--- config.mk ---
export PLATFORM = sky130hd
export DESIGN_NAME = uart_tx_byte_flat
export DESIGN_NICKNAME = d
export VERILOG_FILES = /design/src/rtl/uart_tx_byte_if.sv /design/src/rtl/uart_tx_byte.sv /design/src/flat_wrapper.sv
export SDC_FILE = /design/constraint.sdc
export NUM_CORES = 1
export LEC_CHECK = 0
export ABC_AREA = 0
export BUFFER_PORTS_ARGS = -buffer_cell sky130_fd_sc_hd__buf_4
export CORE_UTILIZATION = 25
export DETAILED_ROUTE_END_ITERATION = 10
export PLACE_DENSITY = 0.37
export REMOVE_ABC_BUFFERS = 1
export SLEW_MARGIN = 20
export SYNTH_ARGS = -nofsm -noshare
export SYNTH_HDL_FRONTEND = slang
export SYNTH_SLANG_ARGS = --single-unit
--- constraint.sdc ---
create_clock -name clk -period 1.6 [get_ports clk]
set_input_delay 0.16 -clock clk [delete_from_list [all_inputs] [get_ports clk]]
set_output_delay 0.16 -clock clk [all_outputs]
set_load 0.05 [all_outputs]
--- src/rtl/uart_tx_byte_if.sv ---
// Handshake and line signals between the button edge stage, the UART
// transmitter and the TX pin.
interface uart_tx_byte_if;
   logic       trig;
   logic [7:0] data;
   logic       tx;
   logic       busy;
   logic       done;

   // Requester side: raises trig with a byte, watches the line and status.
   modport master (output trig, data, input tx, busy, done);
   // Transmitter side.
   modport slave  (input trig, data, output tx, busy, done);
endinterface

--- src/rtl/uart_tx_byte.sv ---
// One-byte asynchronous UART transmitter: start bit, 8 data bits LSB first,
// optional even/odd parity, one stop bit. All outputs are registered.
module uart_tx_byte #(
   parameter int CLK_FREQ = 100_000_000,
   parameter int BAUD     = 9600,
   parameter int PARITY   = 0
) (
   input  logic           clk,
   input  logic           rst_n,
   uart_tx_byte_if.slave  bus
);

   localparam int DIV    = CLK_FREQ / BAUD;
   localparam int CNT_W  = $clog2(DIV);
   localparam bit PAR_EN  = (PARITY == 1) || (PARITY == 2);
   localparam bit PAR_ODD = (PARITY == 2);

   typedef enum logic [2:0] {
      IDLE,
      START,
      DATA,
      PAR,
      STOP
   } state_t;

   state_t           state;
   logic [CNT_W-1:0] cnt;
   logic [2:0]       idx;
   logic [7:0]       shift;
   logic             par_bit;
   logic             tx_q;
   logic             busy_q;
   logic             done_q;

   // Last cycle of the current bit period.
   logic cnt_last;
   assign cnt_last = (cnt == CNT_W'(DIV - 1));

   // Frame sequencer; tx, busy and done are produced directly as registers.
   always_ff @(posedge clk or negedge rst_n) begin
      if (!rst_n) begin
         state   <= IDLE;
         cnt     <= '0;
         idx     <= '0;
         shift   <= '0;
         par_bit <= 1'b0;
         tx_q    <= 1'b1;
         busy_q  <= 1'b0;
         done_q  <= 1'b0;
      end else begin
         // NOTE: non-blocking assignments so every branch sees the pre-edge
         // values of state, cnt and shift regardless of statement order.
         done_q <= 1'b0;
         case (state)
            IDLE: begin
               if (bus.trig) begin
                  shift   <= bus.data;
                  cnt     <= '0;
                  idx     <= '0;
                  par_bit <= PAR_ODD ? ~^bus.data : ^bus.data;
                  tx_q    <= 1'b0;
                  busy_q  <= 1'b1;
                  state   <= START;
               end
            end
            START: begin
               if (cnt_last) begin
                  cnt   <= '0;
                  tx_q  <= shift[0];
                  state <= DATA;
               end else begin
                  cnt <= cnt + 1'b1;
               end
            end
            DATA: begin
               if (cnt_last) begin
                  cnt   <= '0;
                  shift <= shift >> 1;
                  if (idx == 3'd7) begin
                     if (PAR_EN) begin
                        tx_q  <= par_bit;
                        state <= PAR;
                     end else begin
                        tx_q  <= 1'b1;
                        state <= STOP;
                     end
                  end else begin
                     idx  <= idx + 1'b1;
                     tx_q <= shift[1];
                  end
               end else begin
                  cnt <= cnt + 1'b1;
               end
            end
            PAR: begin
               if (cnt_last) begin
                  cnt   <= '0;
                  tx_q  <= 1'b1;
                  state <= STOP;
               end else begin
                  cnt <= cnt + 1'b1;
               end
            end
            STOP: begin
               if (cnt_last) begin
                  cnt    <= '0;
                  busy_q <= 1'b0;
                  done_q <= 1'b1;
                  state  <= IDLE;
               end else begin
                  cnt <= cnt + 1'b1;
               end
            end
            default: begin
               state  <= IDLE;
               tx_q   <= 1'b1;
               busy_q <= 1'b0;
            end
         endcase
      end
   end

   assign bus.tx   = tx_q;
   assign bus.busy = busy_q;
   assign bus.done = done_q;

endmodule
--- src/flat_wrapper.sv ---
// flat-port wrapper written by rule: the top's interface ports become plain ports
module uart_tx_byte_flat 
#(
   parameter int CLK_FREQ = 100_000_000,
   parameter int BAUD     = 9600,
   parameter int PARITY   = 0
)
  (clk, rst_n, bus_trig, bus_data, bus_tx, bus_busy, bus_done);
  uart_tx_byte_if bus_i ();
  input  logic clk;
  input  logic rst_n;
  input wire logic [$bits(bus_i.trig)-1:0] bus_trig;
  input wire logic [$bits(bus_i.data)-1:0] bus_data;
  output wire logic [$bits(bus_i.tx)-1:0] bus_tx;
  output wire logic [$bits(bus_i.busy)-1:0] bus_busy;
  output wire logic [$bits(bus_i.done)-1:0] bus_done;
  assign bus_i.trig = bus_trig;
  assign bus_i.data = bus_data;
  assign bus_tx = bus_i.tx;
  assign bus_busy = bus_i.busy;
  assign bus_done = bus_i.done;
  uart_tx_byte #(.CLK_FREQ(CLK_FREQ), .BAUD(BAUD), .PARITY(PARITY)) u_core (.clk(clk), .rst_n(rst_n), .bus(bus_i));
endmodule
==> impl_metrics.csv, run 1 <==
group,metric,value,unit
status,outcome,"finished, violations left",
status,violations,"setup timing",
sta,min_period_over_period,1.12,
detailed_routing,routed_via_density,4.97,
synthesis,synth_area,1700,sq um
power,p_int,0.00119,W
cells_and_area,syn2layout_area_growth,35.8,%
setup_path,critPathSlowestCell,"mux4_2",
global_routing,grt_pass1_vias,1524,
setup_path,worstSetupPathType,"reg2reg",
global_routing,grt_overflow,0,
worst_hold_path,hold_path.class,"in2reg",
synthesis,yosys.area.top_type,"dfrtp_1",
synthesis,synth_top_family_by_area,"simple AND/OR/NAND/NOR gates",
placement,place_congestion,0.769,
floorplanning,fp.coreArea,6460,sq um
sta,fin_ws,-0.199,ns
detailed_routing,drt_wl_total,4310,um
run,max-cap-violations,0,
clock_tree,ctsRootBufferMaster,"clkbuf_8",
global_routing,grt_pass1_wl,7510,um
synthesis,synth.most_common_cell,"dfrtp_1",
clock_tree,insertion_delay,0.28,ns
synthesis,netlist_top_cells_count,"30 x dfrtp_1, 12 x a21oi_1, 11 x nor2_1, 10 x nand2_1",
synthesis,synthAdderAreaFrac,0.0221,
clock_tree,ctsHtreeMaxLevel,2,
cells_and_area,antenna_cells,0,
placement,hpwlAfterDp,3060,um
setup_path,path_max_fanout,3,
synthesis,synthXorXnorAreaFrac,0.0310,
sta,drv_slew,0,
placement,port_buffers,13,
global_routing,grt_max_degree,32,
synthesis,netlist_top_cells_area,"dfrtp_1 44%, o221a_1 4.6%, a21oi_1 3.5%",
synthesis,yosys.area_share.simple,0.250,
synthesis,ys_async_sr_fraction,1.00,
placement,pre_cts_ws,-0.268,ns
clock_tree,cts_buffer_depth,2,
floorplanning,io_pins,14,
cells_and_area,fillers,669,
power,power_frac_seq,0.523,
sta,min_period,1.80,ns
synthesis,synth-edff-count,0,
setup_path,worst-r2r-cell-count,5,
sta,setup_viol,26,
power,power.switching,0.000306,W
sta,tightest_slew,0.419,ns
setup_path,worstPathRequired,1.75,ns
synthesis,synth_cell_types,45,
floorplanning,initial_utilization,0.263,
setup_path,critPathLaunchType,"flop",
sta,whs,0.136,ns
setup_path,path_cells,"nor4_4 > buf_4 > and4_4 > nor2_2 > mux4_2",
setup_path,critPathCapture,"u_core.cnt[0]",
global_routing,track_usage,0.136,
floorplanning,die_x,84.4,um
worst_hold_path,min_path_cells,3,
setup_path,rrSetupSlack,-0.20,ns
clock_tree,tritoncts,"yes",
power,pwr-share-clk,0.452,
power,ir_drop,0.000250,V
floorplanning,die-area,7120,sq um
cells_and_area,drive_gt1_frac,0.390,
cells_and_area,fin_util,0.357,
detailed_routing,dr_total_vias,1440,
cells_and_area,multi_input_area,926,sq um
cells_and_area,register_area,777,sq um
floorplanning,row_count,29,
power,swShare,0.204,
synthesis,synth_compound_area_frac,0.166,
synthesis,synth.mux.area_fraction,0.0310,
setup_path,arrival,1.95,ns
synthesis,synth_seq_cells,31,
detailed_routing,drt_iter0_drc,51,
setup_path,cp-end-kind,"flop",
setup_path,timing.rr.end,"u_core.cnt[0]",
sta,slew_headroom,0.721,
synthesis,avgSynthCellArea,10.2,sq um
cells_and_area,fin_nets,226,
synthesis,ys_warn_count,0,
sta,clock_skew,0.00484,ns
setup_path,startpoint,"u_core.cnt[4]",
synthesis,synth_cells,166,
global_routing,antenna_found_initial,0,
synthesis,synth_flop_cell,"dfrtp_1",
clock_tree,clock_sinks,31,
clock_tree,clk_pin_slew,0.07,ns
floorplanning,die_h,84.4,um
synthesis,yosysSeqAreaShare,0.458,
clock_tree,cts_inserted_buffers,5,
power,p_leak,1.05,nW
detailed_routing,antenna_left,0,
detailed_routing,wl_per_cell,14.8,um
sta,fmax,556,MHz
sta,rsz0062_at_grt,"true",
detailed_routing,drc_errors,0,
power,pwr-share-comb,0.025,
setup_path,reg2reg_from,"u_core.cnt[4]",
detailed_routing,dr.pass1.iters,4,
synthesis,synth_top_area_frac,0.442,
setup_path,critPathMaxStageDelay,0.44,ns
power,power_density,651,nW/um^2
sta,hold_viol,0,
-- metal layers --
| metal | vias to the layer above | track usage | wire length, um |
|---|---|---|---|
| met5 | - | 0 | 0 |
| met4 | 0 | 0.0524 | 85 |
| met3 | 9 | 0.0374 | 111 |
| met2 | 14 | 0.230 | 2170 |
| met1 | 707 | 0.167 | 1940 |
| li1 | 710 | - | - |
-- area by class of cell --
type / count / share of cell area
Inverter: 7 / 0.0114
Clock buffer: 8 / 0.0435
Timing Repair Buffer: 48 / 0.164
Sequential cell: 31 / 0.337
Multi-Input combinational cell: 119 / 0.402
Tap cell: 77 / 0.0418
-- state kept, by name, indices dropped and copies added (netlist names) --
register / flops
u_core.bus.busy: 1
u_core.bus.done: 1
u_core.idx: 3
u_core.state: 3
u_core.cnt: 14
u_core.bus.tx: 1
u_core.shift: 8
-- per-stage QoR --
step	setup TNS (ns)	power, W	instance area (sq um)	instances
finish	-3.27	0.00150	2300	290
global route	-6.38	0.00158	2300	290
CTS	-3.30	0.00154	2280	290
detailed placement	-3.29	0.000836	2060	276
global placement	-2.61	0.000834	2060	276
floorplan	-4.39	0.000799	1650	157
-- power groups by stage --
stage	sequential, W	combinational [W]	clock (W)
after floorplan	0.000799	0.000000584	0
after global placement	0.000798	0.0000357	0
after detailed placement	0.000798	0.0000379	0
after CTS	0.000783	0.0000400	0.000717
after global routing	0.000783	0.0000431	0.000753
final	0.000784	0.0000375	0.000678
-- repair_timing --
item                                    CTS  global route
pin swaps                                17            10
hold endpoints to repair                 30             0
hold buffers                              1             0
endpoints found under the setup margin   28            30
setup buffers                             5             1
resized for setup                        16             6
-- cells in the final DEF (no fill, tap or decap), types with 2 or more instances in the layout --
master    synthesis  routed
a21oi_1          12      11
and3_1            3       2
and4_1            4       3
buf_4             1      43
buf_6             0       4
clkbuf_8          0       7
dfrtp_1          30      30
ha_1              3       2
inv_1             6       6
mux2i_1           3       3
nand2_1          10      10
nand3_1           8       7
nand4_1           6       6
nor2_1           11      10
nor2_2            1       2
nor3_4            0       2
o21ai_0           2       2
o21ai_2           1       2
o221a_1           7       7
o31ai_1           3       3
or2_2             8       8
or3_1             4       3
or4_1             4       4
xnor2_1           2       2
xor2_1            4       4
-- worst min path at each step --
| stage | start | end | slack [ns] |
|---|---|---|---|
| final | bus_data[7] | u_core.shift[7] | 0.14 |
| after global routing | bus_data[7] | u_core.shift[7] | 0.13 |
| after CTS | bus_data[7] | u_core.shift[7] | 0.12 |
| after detailed placement | rst_n | u_core.cnt[9] | 0.14 |
| after global placement | rst_n | u_core.cnt[9] | 0.12 |
| after floorplan | rst_n | u_core.bus.busy | -0.14 |
-- worst max-delay path: cells and delay by family (launching register included) --
| family | cells | cell delay, ns |
|---|---|---|
| buffers and inverters | 1 | 0.18 |
| flip-flops | 1 | 0.41 |
| multiplexers | 1 | 0.44 |
| AND/OR/NAND/NOR | 3 | 0.64 |
-- kinds of logic (layout without fill, tap and decap cells) --
family                   after synthesis  in the layout
flip-flops                            31             31
multiplexers                           4              4
AO/OA/AOI/OAI                         37             37
adder cells (fa/ha/maj)                3              3
XOR/XNOR                               6              6
AND/OR/NAND/NOR                       69             69
buffers and inverters                 16             63
Power figures use the tool's default switching activity.
==> run 2, diff against run 1 <==
- CORE_UTILIZATION: 25 -> 53
- PLACE_DENSITY: 0.37 -> 0.71
==> run 2 against run 1 <==
The flow still finishes with violations (setup timing). Register-to-register slack improved by 0.05 ns. Critical path depth is the same. Wire length rose by 8.0%. Total power fell by 13%. Maximum frequency is 2.8% higher. Flip-flop and latch count unchanged. Worst hold slack got worse by 0.020 ns. Final area is 2.3% higher. Sequential power barely moved. First-iteration DRC count grew 59%. Final cell count fell by 11%. Critical endpoint unchanged. Largest cell class unchanged. Highest routed layer unchanged.
==> impl_metrics.csv, run 2 (same netlist as run 1, synthesis figures left out) <==
group,metric,value,unit
detailed_routing,drt_wl_total,4650,um
setup_path,timing.rr.end,"u_core.cnt[0]",
sta,rsz0062_at_grt,"true",
clock_tree,cts_inserted_buffers,5,
clock_tree,clock_sinks,31,
sta,min_period,1.75,ns
global_routing,use_met1,0.350,
setup_path,critPathLaunchType,"flop",
power,ir_drop,0.000432,V
setup_path,worstSetupPathType,"reg2reg",
sta,min_period_over_period,1.09,
clock_tree,clk_pin_slew,0.09,ns
floorplanning,die-area,3430,sq um
global_routing,grt_use_met2,0.466,
setup_path,rrSetupSlack,-0.15,ns
setup_path,cp.depth,5,
detailed_routing,drt_iter0_drc,81,
clock_tree,ctsRootBufferMaster,"clkbuf_4",
cells_and_area,fin_util,0.772,
cells_and_area,fillers,212,
clock_tree,insertion_delay,0.34,ns
worst_hold_path,hold_path.class,"in2reg",
setup_path,reg2reg_from,"u_core.cnt[4]",
power,power_density,555,nW/um^2
floorplanning,die_x,58.6,um
global_routing,grt_pass1_wl,7150,um
detailed_routing,wl_per_cell,18.0,um
sta,fin_tns_setup,-2.51,ns
global_routing,grt_busiest_layer,"met2",
detailed_routing,drc_errors,0,
global_routing,grt_max_degree,32,
sta,hold_viol,0,
sta,drv_slew,0,
cells_and_area,regMostFlops,"u_core.cnt",
setup_path,worst-r2r-cell-count,5,
power,p_leak,1.04,nW
placement,port_buffers,13,
global_routing,use_met3,0.0791,
sta,tightest_slew,0.397,ns
placement,hpwlAfterDp,2660,um
setup_path,startpoint,"u_core.cnt[4]",
placement,place_congestion,0.832,
cells_and_area,antenna_cells,0,
clock_tree,tritoncts,"yes",
floorplanning,die_h,58.6,um
cells_and_area,syn2layout_area_growth,38.9,%
setup_path,critPathSlowestCell,"mux4_2",
global_routing,track_usage,0.284,
detailed_routing,antenna_left,0,
setup_path,cp.buffers_inverters,1,
cells_and_area,layout_common_cells,"42 x buf_4, 29 x dfrtp_1, 10 x nand2_1",
sta,setup_viol,25,
setup_path,critPathCapture,"u_core.cnt[0]",
floorplanning,initial_utilization,0.556,
global_routing,antenna_found_initial,0,
floorplanning,fp.coreArea,3050,sq um
sta,clock_skew,0.00978,ns
global_routing,grt_pass1_vias,1532,
setup_path,critPathMaxStageDelay,0.45,ns
sta,fmax,571,MHz
setup_path,cp-end-kind,"flop",
detailed_routing,dr_total_vias,1577,
setup_path,arrival,1.97,ns
detailed_routing,dr.pass1.iters,4,
floorplanning,row_count,20,
status,violations,"setup timing",
sta,slew_headroom,0.735,
setup_path,worstPathRequired,1.81,ns
status,outcome,"finished, violations left",
cells_and_area,final_common_cell,"buf_4",
clock_tree,ctsHtreeMaxLevel,2,
global_routing,grt_overflow,0,
floorplanning,io_pins,14,
sta,fin_ws,-0.151,ns
cells_and_area,reg.largest.list,"u_core.cnt: 14 flops, u_core.shift: 8 flops",
setup_path,path_cells,"nor4_4 > buf_4 > and4_4 > nor2_2 > mux4_2",
sta,whs,0.116,ns
detailed_routing,routed_via_density,6.09,
setup_path,path_max_fanout,4,
clock_tree,cts_buffer_depth,2,
cells_and_area,largest_reg_flops,14,
run,max-cap-violations,0,
cells_and_area,drive_gt1_frac,0.456,
cells_and_area,fin_nets,228,
setup_path,crit_family,"simple AND/OR/NAND/NOR gates",
-- run 2: through the flow --
step / setup WS [ns] / cell area, sq um / cells / power [W]
floorplan: -0.429 / 1650 / 157 / 0.000799
global placement: -0.143 / 2000 / 240 / 0.000833
detailed placement: -0.175 / 2000 / 240 / 0.000834
CTS: -0.141 / 2270 / 258 / 0.00132
global route: -0.210 / 2360 / 259 / 0.00135
finish: -0.151 / 2360 / 259 / 0.00131
-- run 2: per-layer routing --
layer | vias to the layer above | share of wire
met5 | - | 0
met4 | 0 | 0.026
met3 | 14 | 0.055
met2 | 57 | 0.51
met1 | 786 | 0.41
li1 | 720 | -
-- run 2: worst min-delay path: stages --
cell and delay [ns]:
buf_4 0.11, inv_1 0.05, o22ai_1 0.09
-- run 2: cell type report --
type	count	area (sq um)	area share
multi-input cells	120	1030	0.438
flip-flops and latches	31	778	0.330
repair buffers	49	405	0.172
clock buffers	7	55.1	0.0234
well taps	44	55.1	0.0234
inverters	7	26.3	0.0112
clock inverters	1	5.00	0.00212
-- run 2: worst min path at each step --
stage / startpoint / endpoint / slack, ns / depth (start not counted)
floorplan: rst_n / u_core.bus.busy / -0.14 / 0
global placement: rst_n / u_core.cnt[12] / 0.11 / 1
detailed placement: rst_n / u_core.cnt[10] / 0.12 / 1
CTS: bus_data[7] / u_core.shift[7] / 0.07 / 3
global route: bus_data[7] / u_core.shift[7] / 0.10 / 3
finish: bus_data[7] / u_core.shift[7] / 0.12 / 3
-- run 2: repair_timing --
action	in CTS	in global routing
resized for setup	30	16
pin swaps	20	7
hold endpoints to repair	30	0
setup buffers	7	3
cloned	2	0
hold buffers	1	0
endpoints found under the setup margin	24	28
-- run 2: where the power goes --
group          internal [W]  switching [W]
sequential         0.000783              0
clock              0.000213       0.000274
combinational     0.0000172      0.0000203
total               0.00101       0.000294
==> run 3, diff against run 2 <==
- CORE_UTILIZATION: 53 -> 55
- CTS_BUF_LIST: not set -> sky130_fd_sc_hd__clkbuf_2
- PLACE_DENSITY: 0.71 -> 0.73
==> run 3 against run 2 <==
Register-to-register slack got worse by 0.09 ns. Final cell count fell by 3.9%. Largest cell class unchanged. Critical path type unchanged. The flow still finishes with violations (setup timing). Critical endpoint is now u_core.shift[6]. Largest power group unchanged. Via count rose by 0.19%.
==> impl_metrics.csv, run 3 (same netlist as run 1, synthesis figures left out) <==
group,metric,value,unit
status,outcome,"finished, violations left",
status,violations,"setup timing",
sta,tightest_slew,0.403,ns
power,power_frac_seq,0.651,
power,power.switching,0.000299,W
detailed_routing,antenna_left,0,
global_routing,grt_overflow,0,
setup_path,path_max_fanout,7,
cells_and_area,finalInstanceArea,2320,sq um
floorplanning,die-area,3310,sq um
cells_and_area,final_common_cell,"buf_4",
sta,fmax,543,MHz
global_routing,grt_pass1_wl,7290,um
worst_hold_path,min_to,"u_core.shift[7]",
global_routing,grt_pass1_vias,1618,
clock_tree,ctsHtreeMaxLevel,2,
detailed_routing,drt_wl_total,4550,um
global_routing,grt_use_met2,0.480,
global_routing,track_usage,0.291,
detailed_routing,dr.pass1.iters,4,
sta,clock_skew,0.0199,ns
sta,min_period_over_period,1.15,
detailed_routing,wl_per_cell,18.3,um
setup_path,worst-r2r-cell-count,5,
detailed_routing,routed_via_density,6.35,
placement,place_inst,229,
floorplanning,fp.coreArea,2830,sq um
setup_path,worstSetupPathType,"reg2reg",
cells_and_area,largest_reg_flops,14,
clock_tree,clock_sinks,31,
global_routing,use_met1,0.368,
power,p_leak,1.04,nW
sta,whs,0.0438,ns
placement,port_buffers,13,
placement,hpwlAfterDp,2640,um
detailed_routing,drc_errors,0,
setup_path,critPathLaunchType,"flop",
floorplanning,initial_utilization,0.600,
placement,postPlaceCellArea,2000,sq um
setup_path,critPathSlowestCell,"dfrtp_1",
worst_hold_path,holdCritStartpoint,"bus_data[7]",
cells_and_area,fin_util,0.821,
setup_path,startpoint,"u_core.cnt[9]",
clock_tree,cts_inserted_buffers,5,
sta,rsz0062_at_grt,"true",
global_routing,use_met3,0.0658,
sta,slew_headroom,0.731,
cells_and_area,regMostFlops,"u_core.cnt",
sta,drv_slew,0,
worst_hold_path,min_path_cells,3,
cells_and_area,fin_nets,231,
cells_and_area,reg.largest.list,"u_core.cnt: 14 flops, u_core.shift: 8 flops",
clock_tree,insertion_delay,0.37,ns
cells_and_area,final-instance-count-excl-fill,249,
detailed_routing,drt_iter0_drc,105,
global_routing,grt_busiest_layer,"met2",
power,power_density,519,nW/um^2
power,pwr-share-comb,0.031,
floorplanning,row_count,19,
setup_path,rrSetupSlack,-0.24,ns
power,p_int,0.000907,W
clock_tree,ctsRootBufferMaster,"clkbuf_2",
clock_tree,tritoncts,"yes",
power,pwr-share-clk,0.319,
detailed_routing,dr_total_vias,1580,
power,ir_drop,0.000483,V
floorplanning,die_x,57.5,um
global_routing,grt_max_degree,32,
worst_hold_path,hold_path.class,"in2reg",
cells_and_area,layout_common_cells,"43 x buf_4, 30 x dfrtp_1, 10 x nand2_1",
setup_path,reg2reg_from,"u_core.cnt[9]",
setup_path,cp-end-kind,"flop",
clock_tree,clk_pin_slew,0.16,ns
power,swShare,0.248,
setup_path,timing.rr.end,"u_core.shift[6]",
sta,hold_viol,0,
setup_path,arrival,2.15,ns
cells_and_area,syn2layout_area_growth,36.9,%
sta,setup_viol,31,
setup_path,critPathMaxStageDelay,0.44,ns
clock_tree,cts_buffer_depth,2,
setup_path,path_cells,"nor4_4 > nand4_1 > buf_6 > o31ai_4 > o221a_1",
sta,fin_ws,-0.242,ns
cells_and_area,antenna_cells,0,
floorplanning,die_h,57.5,um
global_routing,antenna_found_initial,0,
sta,min_period,1.84,ns
placement,place_congestion,0.809,
setup_path,worstPathRequired,1.90,ns
run,max-cap-violations,0,
cells_and_area,drive_gt1_frac,0.477,
floorplanning,io_pins,14,
-- run 3: area by class of cell --
cell class                      count  area, sq um
Clock buffer                        6         30.0
Inverter                            7         26.3
Multi-Input combinational cell    120         1000
Tap cell                           31         38.8
Timing Repair Buffer               52          440
Sequential cell                    31          777
Fill cell                         166          507
Clock inverter                      2         7.51
-- run 3: power by group through the flow --
stage | Combinational (W) | Clock (W) | Sequential, W
after floorplan | 0.000000584 | 0 | 0.000799
after global placement | 0.0000343 | 0 | 0.000798
after detailed placement | 0.0000358 | 0 | 0.000798
after CTS | 0.0000379 | 0.000380 | 0.000784
after global routing | 0.0000412 | 0.000422 | 0.000784
final | 0.0000368 | 0.000384 | 0.000784
-- run 3: worst max-delay path: cells and delay by family (launching register included) --
family,cells,cell delay (ns)
AO/OA/AOI/OAI,2,0.55
buffers and inverters,1,0.20
flip-flops,1,0.44
AND/OR/NAND/NOR,2,0.58
-- run 3: layer usage --
layer / vias up / share of wire
met5: - / 0
met1: 787 / 0.41
li1: 726 / -
met4: 0 / 0.022
met3: 10 / 0.045
met2: 57 / 0.52
-- run 3: what timing repair did --
action                                  4_1_cts  5_1_grt
gates cloned                                  2        1
endpoints found under the setup margin       20       31
hold buffers                                  1        0
gates resized for setup                      27       18
pin swaps                                    23        6
buffers inserted                              6        2
hold endpoints to repair                     30        0
-- run 3: worst max-delay path by stage --
stage,slack (ns),to,cells after the start
3_3_place_gp,-0.15,u_core.shift[4],4
4_1_cts,-0.15,u_core.idx[1],6
3_5_place_dp,-0.20,u_core.shift[6],5
2_1_floorplan,-0.43,u_core.shift[1],4
5_1_grt,-0.32,u_core.idx[1],6
6_report,-0.24,u_core.shift[6],5
-- run 3: stage by stage --
step | total power [W] | setup TNS (ns) | worst slack, ns
after detailed placement | 0.000834 | -2.29 | -0.205
final | 0.00121 | -5.21 | -0.242
after floorplan | 0.000799 | -4.39 | -0.429
after CTS | 0.00120 | -1.77 | -0.146
after global placement | 0.000833 | -1.59 | -0.153
after global routing | 0.00125 | -7.44 | -0.315
